===== src/rtl/systolic_pkg.sv =====
// Shared defaults, feeder state encoding and lane-slice helpers for the systolic input path.
package systolic_pkg;

  localparam int DEF_DATA_WIDTH = 8;
  localparam int DEF_LANE_COUNT = 16;
  localparam int DEF_TILE_DEPTH = 16;
  localparam int DEF_VEC_WIDTH  = DEF_LANE_COUNT * DEF_DATA_WIDTH;

  typedef enum logic [1:0] {
    IDLE   = 2'd0,
    LOADED = 2'd1,
    DRAIN  = 2'd2,
    FLUSH  = 2'd3
  } feeder_state_t;

  // Bit offset of a lane's element inside a packed lane vector.
  function automatic int lane_lsb(input int lane, input int width);
    return lane * width;
  endfunction

endpackage


===== src/rtl/feeder_buf.sv =====
// Tile storage: DEPTH x WIDTH register array, one synchronous write port and one
// combinational read port. Contents are intentionally not reset.
module feeder_buf #(
  parameter int DEPTH  = 16,
  parameter int WIDTH  = 128,
  parameter int ADDR_W = $clog2(DEPTH)
) (
  input  logic              clk,
  input  logic              we,
  input  logic [ADDR_W-1:0] waddr,
  input  logic [WIDTH-1:0]  wdata,
  input  logic [ADDR_W-1:0] raddr,
  output logic [WIDTH-1:0]  rdata
);

  logic [WIDTH-1:0] mem_q [DEPTH];

  always_ff @(posedge clk) begin
    if (we) mem_q[waddr] <= wdata;
  end

  assign rdata = mem_q[raddr];

endmodule


===== src/rtl/tile_feeder.sv =====
// Buffers one lane-vector tile from a ready/valid stream and replays it, one masked vector
// per cycle, into the skew buffer bank. TILE_FEEDER_ZERO_FLUSH_EN adds a zero-data flush tail.
module tile_feeder
  import systolic_pkg::*;
#(
  parameter int DATA_WIDTH = DEF_DATA_WIDTH,
  parameter int LANE_COUNT = DEF_LANE_COUNT,
  parameter int TILE_DEPTH = DEF_TILE_DEPTH
) (
  input  logic                                  clk,
  input  logic                                  rst,
  input  logic                                  s_valid,
  output logic                                  s_ready,
  input  logic [LANE_COUNT*DATA_WIDTH-1:0]      s_data,
  input  logic                                  s_last,
  input  logic                                  start,
  input  logic [LANE_COUNT-1:0]                 lane_mask,
  output logic [LANE_COUNT-1:0]                 out_valid,
  output logic [LANE_COUNT*DATA_WIDTH-1:0]      out_data,
  output logic [$clog2(TILE_DEPTH+1)-1:0]       tile_len,
  output logic                                  busy,
  output logic                                  done
);

  localparam int VEC_W = LANE_COUNT * DATA_WIDTH;
  localparam int PTR_W = $clog2(TILE_DEPTH);
  localparam int LEN_W = $clog2(TILE_DEPTH + 1);

  feeder_state_t         state_q, state_d;
  logic [PTR_W-1:0]      wr_ptr_q, wr_ptr_d;
  logic [PTR_W-1:0]      rd_ptr_q, rd_ptr_d;
  logic [LEN_W-1:0]      tile_len_q, tile_len_d;
  logic [LANE_COUNT-1:0] mask_q, mask_d;
  logic                  tail_q, tail_d;
  logic [LANE_COUNT-1:0] out_valid_q, out_valid_d;
  logic [VEC_W-1:0]      out_data_q, out_data_d;
  logic                  done_q, done_d;
  logic                  finish;
  logic                  accept;
  logic [VEC_W-1:0]      rd_vec, rd_masked;

`ifdef TILE_FEEDER_ZERO_FLUSH_EN
  localparam int FC_W = (LANE_COUNT > 1) ? $clog2(LANE_COUNT) : 1;
  logic [FC_W-1:0]       flush_cnt_q, flush_cnt_d;
`endif

  assign s_ready = (state_q == IDLE);
  assign accept  = s_valid & s_ready;

  feeder_buf #(
    .DEPTH (TILE_DEPTH),
    .WIDTH (VEC_W),
    .ADDR_W(PTR_W)
  ) u_buf (
    .clk  (clk),
    .we   (accept),
    .waddr(wr_ptr_q),
    .wdata(s_data),
    .raddr(rd_ptr_q),
    .rdata(rd_vec)
  );

  for (genvar i = 0; i < LANE_COUNT; i++) begin : g_lane
    assign rd_masked[lane_lsb(i, DATA_WIDTH) +: DATA_WIDTH] =
      mask_q[i] ? rd_vec[lane_lsb(i, DATA_WIDTH) +: DATA_WIDTH] : '0;
  end

  always_comb begin
    state_d     = state_q;
    wr_ptr_d    = wr_ptr_q;
    rd_ptr_d    = rd_ptr_q;
    tile_len_d  = tile_len_q;
    mask_d      = mask_q;
    tail_d      = tail_q;
    out_valid_d = '0;
    out_data_d  = '0;
    done_d      = 1'b0;
    finish      = 1'b0;
`ifdef TILE_FEEDER_ZERO_FLUSH_EN
    flush_cnt_d = flush_cnt_q;
`endif
    case (state_q)
      IDLE: begin
        if (accept) begin
          wr_ptr_d   = wr_ptr_q + PTR_W'(1);
          tile_len_d = tile_len_q + LEN_W'(1);
          if (s_last || tile_len_q == LEN_W'(TILE_DEPTH - 1)) state_d = LOADED;
        end
      end
      LOADED: begin
        if (start) begin
          mask_d  = lane_mask;
          state_d = DRAIN;
        end
      end
      DRAIN: begin
        // tail_q marks that the final vector is already on the outputs.
        if (!tail_q) begin
          out_valid_d = mask_q;
          out_data_d  = rd_masked;
          if (LEN_W'(rd_ptr_q) + LEN_W'(1) == tile_len_q) tail_d = 1'b1;
          else rd_ptr_d = rd_ptr_q + PTR_W'(1);
        end else begin
`ifdef TILE_FEEDER_ZERO_FLUSH_EN
          state_d     = FLUSH;
          out_valid_d = mask_q;
          flush_cnt_d = FC_W'(1);
`else
          finish = 1'b1;
`endif
        end
      end
`ifdef TILE_FEEDER_ZERO_FLUSH_EN
      FLUSH: begin
        if (flush_cnt_q == FC_W'(LANE_COUNT - 1)) begin
          finish = 1'b1;
        end else begin
          out_valid_d = mask_q;
          flush_cnt_d = flush_cnt_q + FC_W'(1);
        end
      end
`endif
      default: state_d = IDLE;
    endcase

    if (finish) begin
      state_d    = IDLE;
      done_d     = 1'b1;
      wr_ptr_d   = '0;
      rd_ptr_d   = '0;
      tile_len_d = '0;
      tail_d     = 1'b0;
`ifdef TILE_FEEDER_ZERO_FLUSH_EN
      flush_cnt_d = '0;
`endif
    end
  end

  always_ff @(posedge clk) begin
    if (rst) begin
      state_q     <= IDLE;
      wr_ptr_q    <= '0;
      rd_ptr_q    <= '0;
      tile_len_q  <= '0;
      mask_q      <= '0;
      tail_q      <= 1'b0;
      out_valid_q <= '0;
      out_data_q  <= '0;
      done_q      <= 1'b0;
`ifdef TILE_FEEDER_ZERO_FLUSH_EN
      flush_cnt_q <= '0;
`endif
    end else begin
      state_q     <= state_d;
      wr_ptr_q    <= wr_ptr_d;
      rd_ptr_q    <= rd_ptr_d;
      tile_len_q  <= tile_len_d;
      mask_q      <= mask_d;
      tail_q      <= tail_d;
      out_valid_q <= out_valid_d;
      out_data_q  <= out_data_d;
      done_q      <= done_d;
`ifdef TILE_FEEDER_ZERO_FLUSH_EN
      flush_cnt_q <= flush_cnt_d;
`endif
    end
  end

  assign out_valid = out_valid_q;
  assign out_data  = out_data_q;
  assign tile_len  = tile_len_q;
  assign done      = done_q;
  assign busy      = (state_q == DRAIN) || (state_q == FLUSH);

endmodule


===== config.mk =====
export PLATFORM = sky130hd
export DESIGN_NAME = tile_feeder
export DESIGN_NICKNAME = d
export VERILOG_FILES = /design/src/rtl/systolic_pkg.sv /design/src/rtl/feeder_buf.sv /design/src/rtl/tile_feeder.sv
export SDC_FILE = /design/constraint.sdc
export NUM_CORES = 2
export LEC_CHECK = 0
export CORE_MARGIN = 2
export CORE_UTILIZATION = 45
export CTS_CLUSTER_SIZE = 20
export DETAILED_ROUTE_END_ITERATION = 16
export HOLD_SLACK_MARGIN = 0.06
export PLACE_DENSITY = 0.65
export RECOVER_POWER = 25
export SLEW_MARGIN = 30
export SYNTH_ARGS = -nofsm -noshare
export SYNTH_HDL_FRONTEND = slang
export SYNTH_SLANG_ARGS = --single-unit
export TNS_END_PERCENT = 50

===== constraint.sdc =====
create_clock -name clk -period 10.52 [get_ports clk]
set_input_delay 1.052 -clock clk [delete_from_list [all_inputs] [get_ports clk]]
set_output_delay 1.052 -clock clk [all_outputs]
set_load 0.01 [all_outputs]

## After elaboration in Yosys (flattened, before gate mapping)

Memories as Yosys holds them, arrays and structs flattened. A register that Yosys moved wholly into a read port is not among the register bits.
Index checks and enable logic that the tools add are counted.

| word-level totals | value |
|---|---|
| word-level logic and storage cells | 95 |
| memories | 1 |
| bits in latches | 0 |
| register bits after elaboration | 177 |
| bits in read-only memories | 0 |
| memory bits (writable) | 2048 |
| output and inout port bits | 152 |

Memories:

| memory | words | width | rd ports | clocked after memory_dff | wr ports | RTL line | text |
|---|---|---|---|---|---|---|---|
| u_buf.mem_q | 16 | 128 | 1 | 1 | 1 | feeder_buf.sv:16 | `logic [WIDTH-1:0] mem_q [DEPTH];` |

| cells by class | value |
|---|---|
| reductions and logical operators | 25 |
| multipliers | 0 |
| shift-type cells | 0 |
| div/mod/pow operators | 0 |
| eq/ne operators | 8 |
| order comparisons | 0 |
| muxes and demuxes | 13 |
| bitwise gates (word level) | 20 |
| add/subtract/negate cells | 4 |

Operator list:

| cell | number |
|---|---|
| $reduce_or A4 Y1 | 16 |
| $not A1 Y1 | 19 |
| $add A4 B1 Y4 const B | 2 |
| $mux W4 | 2 |
| $mux W1 | 7 |
| $mux W2 | 3 |
| $pmux W2 S3 | 1 |
| $add A4 B1 Y5 const B | 1 |
| $add A5 B1 Y5 const B | 1 |
| $eq A5 B4 Y1 const B | 1 |
| $eq A5 B5 Y1 | 1 |
| $eq A2 B2 Y1 const B | 2 |
| $ne A2 B1 Y1 const B | 2 |
| $reduce_and A2 Y1 | 2 |
| $reduce_and A4 Y1 | 1 |
| $reduce_and A3 Y1 | 1 |
| $reduce_or A3 Y1 | 1 |
| $eq A2 B1 Y1 const B | 1 |
| $logic_not A2 Y1 | 1 |
| $logic_or A1 B1 Y1 | 2 |
| $ne A2 B2 Y1 const B | 1 |
| $reduce_or A2 Y1 | 1 |
| $and A1 B1 Y1 | 1 |

## Logic depth before layout (Yosys ltp)

| depth | value |
|---|---|
| depth in word-level cells | 6 |
| mapped depth | 8 |

## By module

Synthesis repeated with hierarchy kept, for this count alone.

| second synthesis, totals | value |
|---|---|
| cells, all modules | 3694 |
| area, all modules | 82150.0 µm² |

Modules (own cells, without submodules):

| module | times used | area each (µm²) | cells an instance |
|---|---|---|---|
| feeder_buf | 1 | 76897.5 | 3226 |
| tile_feeder | 1 | 5252.5 | 468 |

## Worst setup path after synthesis

No wires, ideal clock.

| path | value |
|---|---|
| kind | input to register |
| start | in s_valid |
| end | mem u_buf.mem_q[0][0] (enable) |
| slack | -658 ps |
| arrival | 10406 ps |
| stages | 4 |
| setup time | 772 ps |
| cells stage by stage | and2_0 clkbuf_1 nand2_1 nor3_1 |

| between the ends | value |
|---|---|
| cells in the longest elaborated chain, start to end | 3 |

Ends and longest elaborated chain:

| what | RTL line | text |
|---|---|---|
| from (decl) | tile_feeder.sv:12 | `input logic s_valid,` |
| $and A1 B1 Y1 | tile_feeder.sv:48 | `assign accept = s_valid & s_ready;` |
| $mux W1 | feeder_buf.sv:19 | `if (we) mem_q[waddr] <= wdata;` |
| $mux W1 (implied by the code) | feeder_buf.sv:19 |  |
| to (decl) | feeder_buf.sv:16 |  |

Every way passes these cells.

==> flow_summary.ini <==
[status]
status = finished, final reports clean

[finish]
nNetsFinal = 4036
area.growth.synth_to_final_pct = 16.6
fill_cells = 13800
instances_no_fill = 6476
postLayoutCoreUtil = 0.526
drive_gt1_frac = 0.260

[sta]
worstMarginPinSlew_ps = 991
drv_slew = 0
clock_skew_ps = 42.6
final.period_utilization = 0.364
rsz0062_at_grt = false
max_freq_mhz = 261
setup_tns_ps = 0
hold_viol = 0
fin_crit_ps = 3830
slew_headroom = 0.338
worst_slack_ps = 6690
setup_viol = 0

[detailed_routing]
drc = 0
totalWireLength_mm = 195
via_per_inst = 5.78
vias = 37500
wl_per_cell_um = 30.1
ant_nets = 0
drt_first_iter_violations = 3777
firstDrtPassIters = 7

[worst_setup_path]
path_cells = buf_12 -> buf_16 -> buf_12 -> buf_16 -> mux4_2 -> mux4_2 -> and3_1
end_kind = flop
reg2reg_depth = 7
r2r_slack_ps = 6690
required_ps = 11240
timing.rr.end = out_data[1]$_SDFF_PP0_
cp.arrival_ps = 4550
crit_family = buffers and inverters
cp_max_fo = 64
startpoint_type = flop
slowest_delay_ps = 660
critPathKind = flop to flop
path_buf_inv = 4
cp_slowest_cell = dfxtp_4

[floorplanning]
fp.dieH_um = 432
die_x_um = 432
initial_utilization = 0.451
top_level_ports = 301
coreArea_um2 = 182000
die-area_um2 = 187000
rows = 157

[hold_path]
hold_depth = 2
hold_path_class = flop to flop
hold_end = mask_q[2]$_SDFFE_PP0P_
min_from = mask_q[2]$_SDFFE_PP0P_

[clocking]
cts_tree = yes
holdBufCountCts = 0
cts.sinks = 2229
cts_buffer_depth = 3
cts_made_buffers = 216
post_cts_buffers = 0
clock_latency_ps = 860
clk_pin_slew_ps = 60
cts_root_buf = clkbuf_16
ctsResizeCount = 0
cts.htree.levels = 4

[synthesis]
ys_warn_count = 0
ys_ff_latch = 2229
yosysUniqueCellTypes = 37
synth_xor_area_frac = 0.00106
synth_top_family_by_area = multiplexers
synth_nets = 3612
synthSimpleGateAreaFrac = 0.0154
synthMuxAreaShare = 0.168
synth_fa_ha_area_frac = 0.00106
seq_area_frac_synth = 0.790
synth-compound-area-share = 0.0110
synth_area_per_cell_um2 = 23.8
syn_area_um2 = 82400
synthCells = 3456

[global_route]
grt_remaining_overflow = 0
grt_max_degree = 114
grt_pass1_vias = 38600
grt_pass1_wl_mm = 279
antenna_found_initial = 47
grt_usage = 0.210

[placed_design]
pre_cts_ws_ps = 5960
port_buffers = 300
place_congestion = 0.749
dp_hpwl_mm = 107
numPlacedInstances = 6041

[power]
irDropWorstVdd_mv = 0.170
p_leak_uw = 0.0295
powerDensity_nw_per_um2 = 191

[flow_run]
cap_violations = 0
==> cells in the final DEF, fill, tap and decap left out, types with 10 or more instances in the layout <==
cell type and n:
buf_16 10, diode_2 19, edfxtp_1 2048, nor2_4 13, buf_12 11, dlygate4sd3_1 76, nand2_1 58, clkdlybuf4s50_1 224
a21oi_1 28, dfxtp_1 175, clkinv_2 49, and3_1 83, clkbuf_16 219, bufinv_16 24, nor2b_1 48, nor2_1 15
buf_4 57, mux2i_1 47, clkinvlp_4 12, clkbuf_8 33, inv_1 20, mux4_2 594, a211oi_1 93, clkinv_1 15
clkbuf_1 41
==> state kept, by name, summed over array words and instances, names as in the netlist, named ones only <==
name	cells
done	1
mask_q	16
out_data	128
out_valid	16
rd_ptr_q	4
state_q	2
tail_q	1
tile_len	5
u_buf.mem_q	2048
wr_ptr_q	4
==> worst register-to-register path: cells and delay by family (launching register included) <==
family | cells | cell delay (ps)
buffers and inverters | 4 | 1720
muxes | 2 | 1120
DFF | 1 | 660
and+or+nand+nor | 1 | 190
==> worst max path at each step <==
stage | start | to | slack [ps] | cells past startpoint
3_3_place_gp | s_valid | u_buf.mem_q[8][66]$_DFFE_PP_ | 5480 | 7
5_1_grt | flop | out_data[104]$_SDFF_PP0_ | 6320 | 8
4_1_cts | flop | out_data[104]$_SDFF_PP0_ | 6660 | 6
6_report | flop | out_data[1]$_SDFF_PP0_ | 6690 | 7
2_1_floorplan | s_valid | u_buf.mem_q[2][0]$_DFFE_PP_ | -660 | 4
3_5_place_dp | s_valid | u_buf.mem_q[8][66]$_DFFE_PP_ | 5960 | 7
==> power by group <==
group | internal, uW | total (uW) | switching, uW
sequential | 9780 | 9810 | 34.2
clock | 4660 | 7970 | 3310
combinational | 252 | 582 | 330
total | 14700 | 18400 | 3680
==> layer usage <==
| metal | up-vias | track usage | part of all wire |
|---|---|---|---|
| li1 | 15600 | - | - |
| met1 | 20300 | 0.274 | 0.39 |
| met2 | 1276 | 0.358 | 0.52 |
| met3 | 297 | 0.0356 | 0.058 |
| met4 | 20 | 0.0719 | 0.033 |
| met5 | - | 0 | 0.00066 |
==> per-stage QoR <==
| step | power (uW) | hold WS [ps] | cell area, um^2 |
|---|---|---|---|
| floorplan | 10300 | 462 | 82400 |
| global placement | 10600 | 456 | 88200 |
| detailed placement | 10600 | 465 | 88400 |
| CTS | 18500 | 479 | 95800 |
| global route | 18900 | 499 | 96000 |
| finish | 18400 | 478 | 96000 |
==> area by class of cell <==
class	count	area, um^2	share of cell area
diodes	19	47.5	0.000495
inverters	20	75.1	0.000782
multi-input cells	1028	16300	0.170
well taps	2385	2980	0.0311
clock buffers	293	6090	0.0634
flip-flops and latches	2229	65100	0.678
clock inverters	117	1360	0.0141
repair buffers	385	4010	0.0417
==> synth_stat cells, drive strengths merged <==
cell type / n / area [um^2]
a211o: 1 / 8.76
a211oi: 94 / 711
a21oi: 28 / 140
and2: 1 / 6.26
and3: 83 / 519
and4b: 1 / 10.0
buf: 101 / 681
clkbuf: 78 / 297
dfxtp: 181 / 3620
edfxtp: 2048 / 61500
ha: 7 / 87.6
inv: 20 / 75.1
mux2: 1 / 11.3
mux2i: 47 / 470
mux4: 594 / 13400
nand2: 58 / 218
nand2b: 5 / 31.3
nand3: 1 / 5.00
nand3b: 1 / 7.51
nand4: 2 / 12.5
nor2: 28 / 105
nor2b: 48 / 300
nor3: 5 / 25.0
o21ai: 6 / 30.0
o22ai: 1 / 6.26
o31ai: 1 / 7.51
or2: 1 / 6.26
or3: 3 / 18.8
or4: 1 / 7.51
xnor2: 4 / 35.0
xor2: 6 / 52.6
==> logic make-up after synthesis <==
group | count (synthesis)
DFF | 2229
and+or+nand+nor | 238
AOI/OAI and AO/OA | 131
muxes | 642
xor gates and xnor gates | 10
adders and majority gates | 7
buffers and inverters | 199
Note: power is estimated with default switching activity, not from simulation.
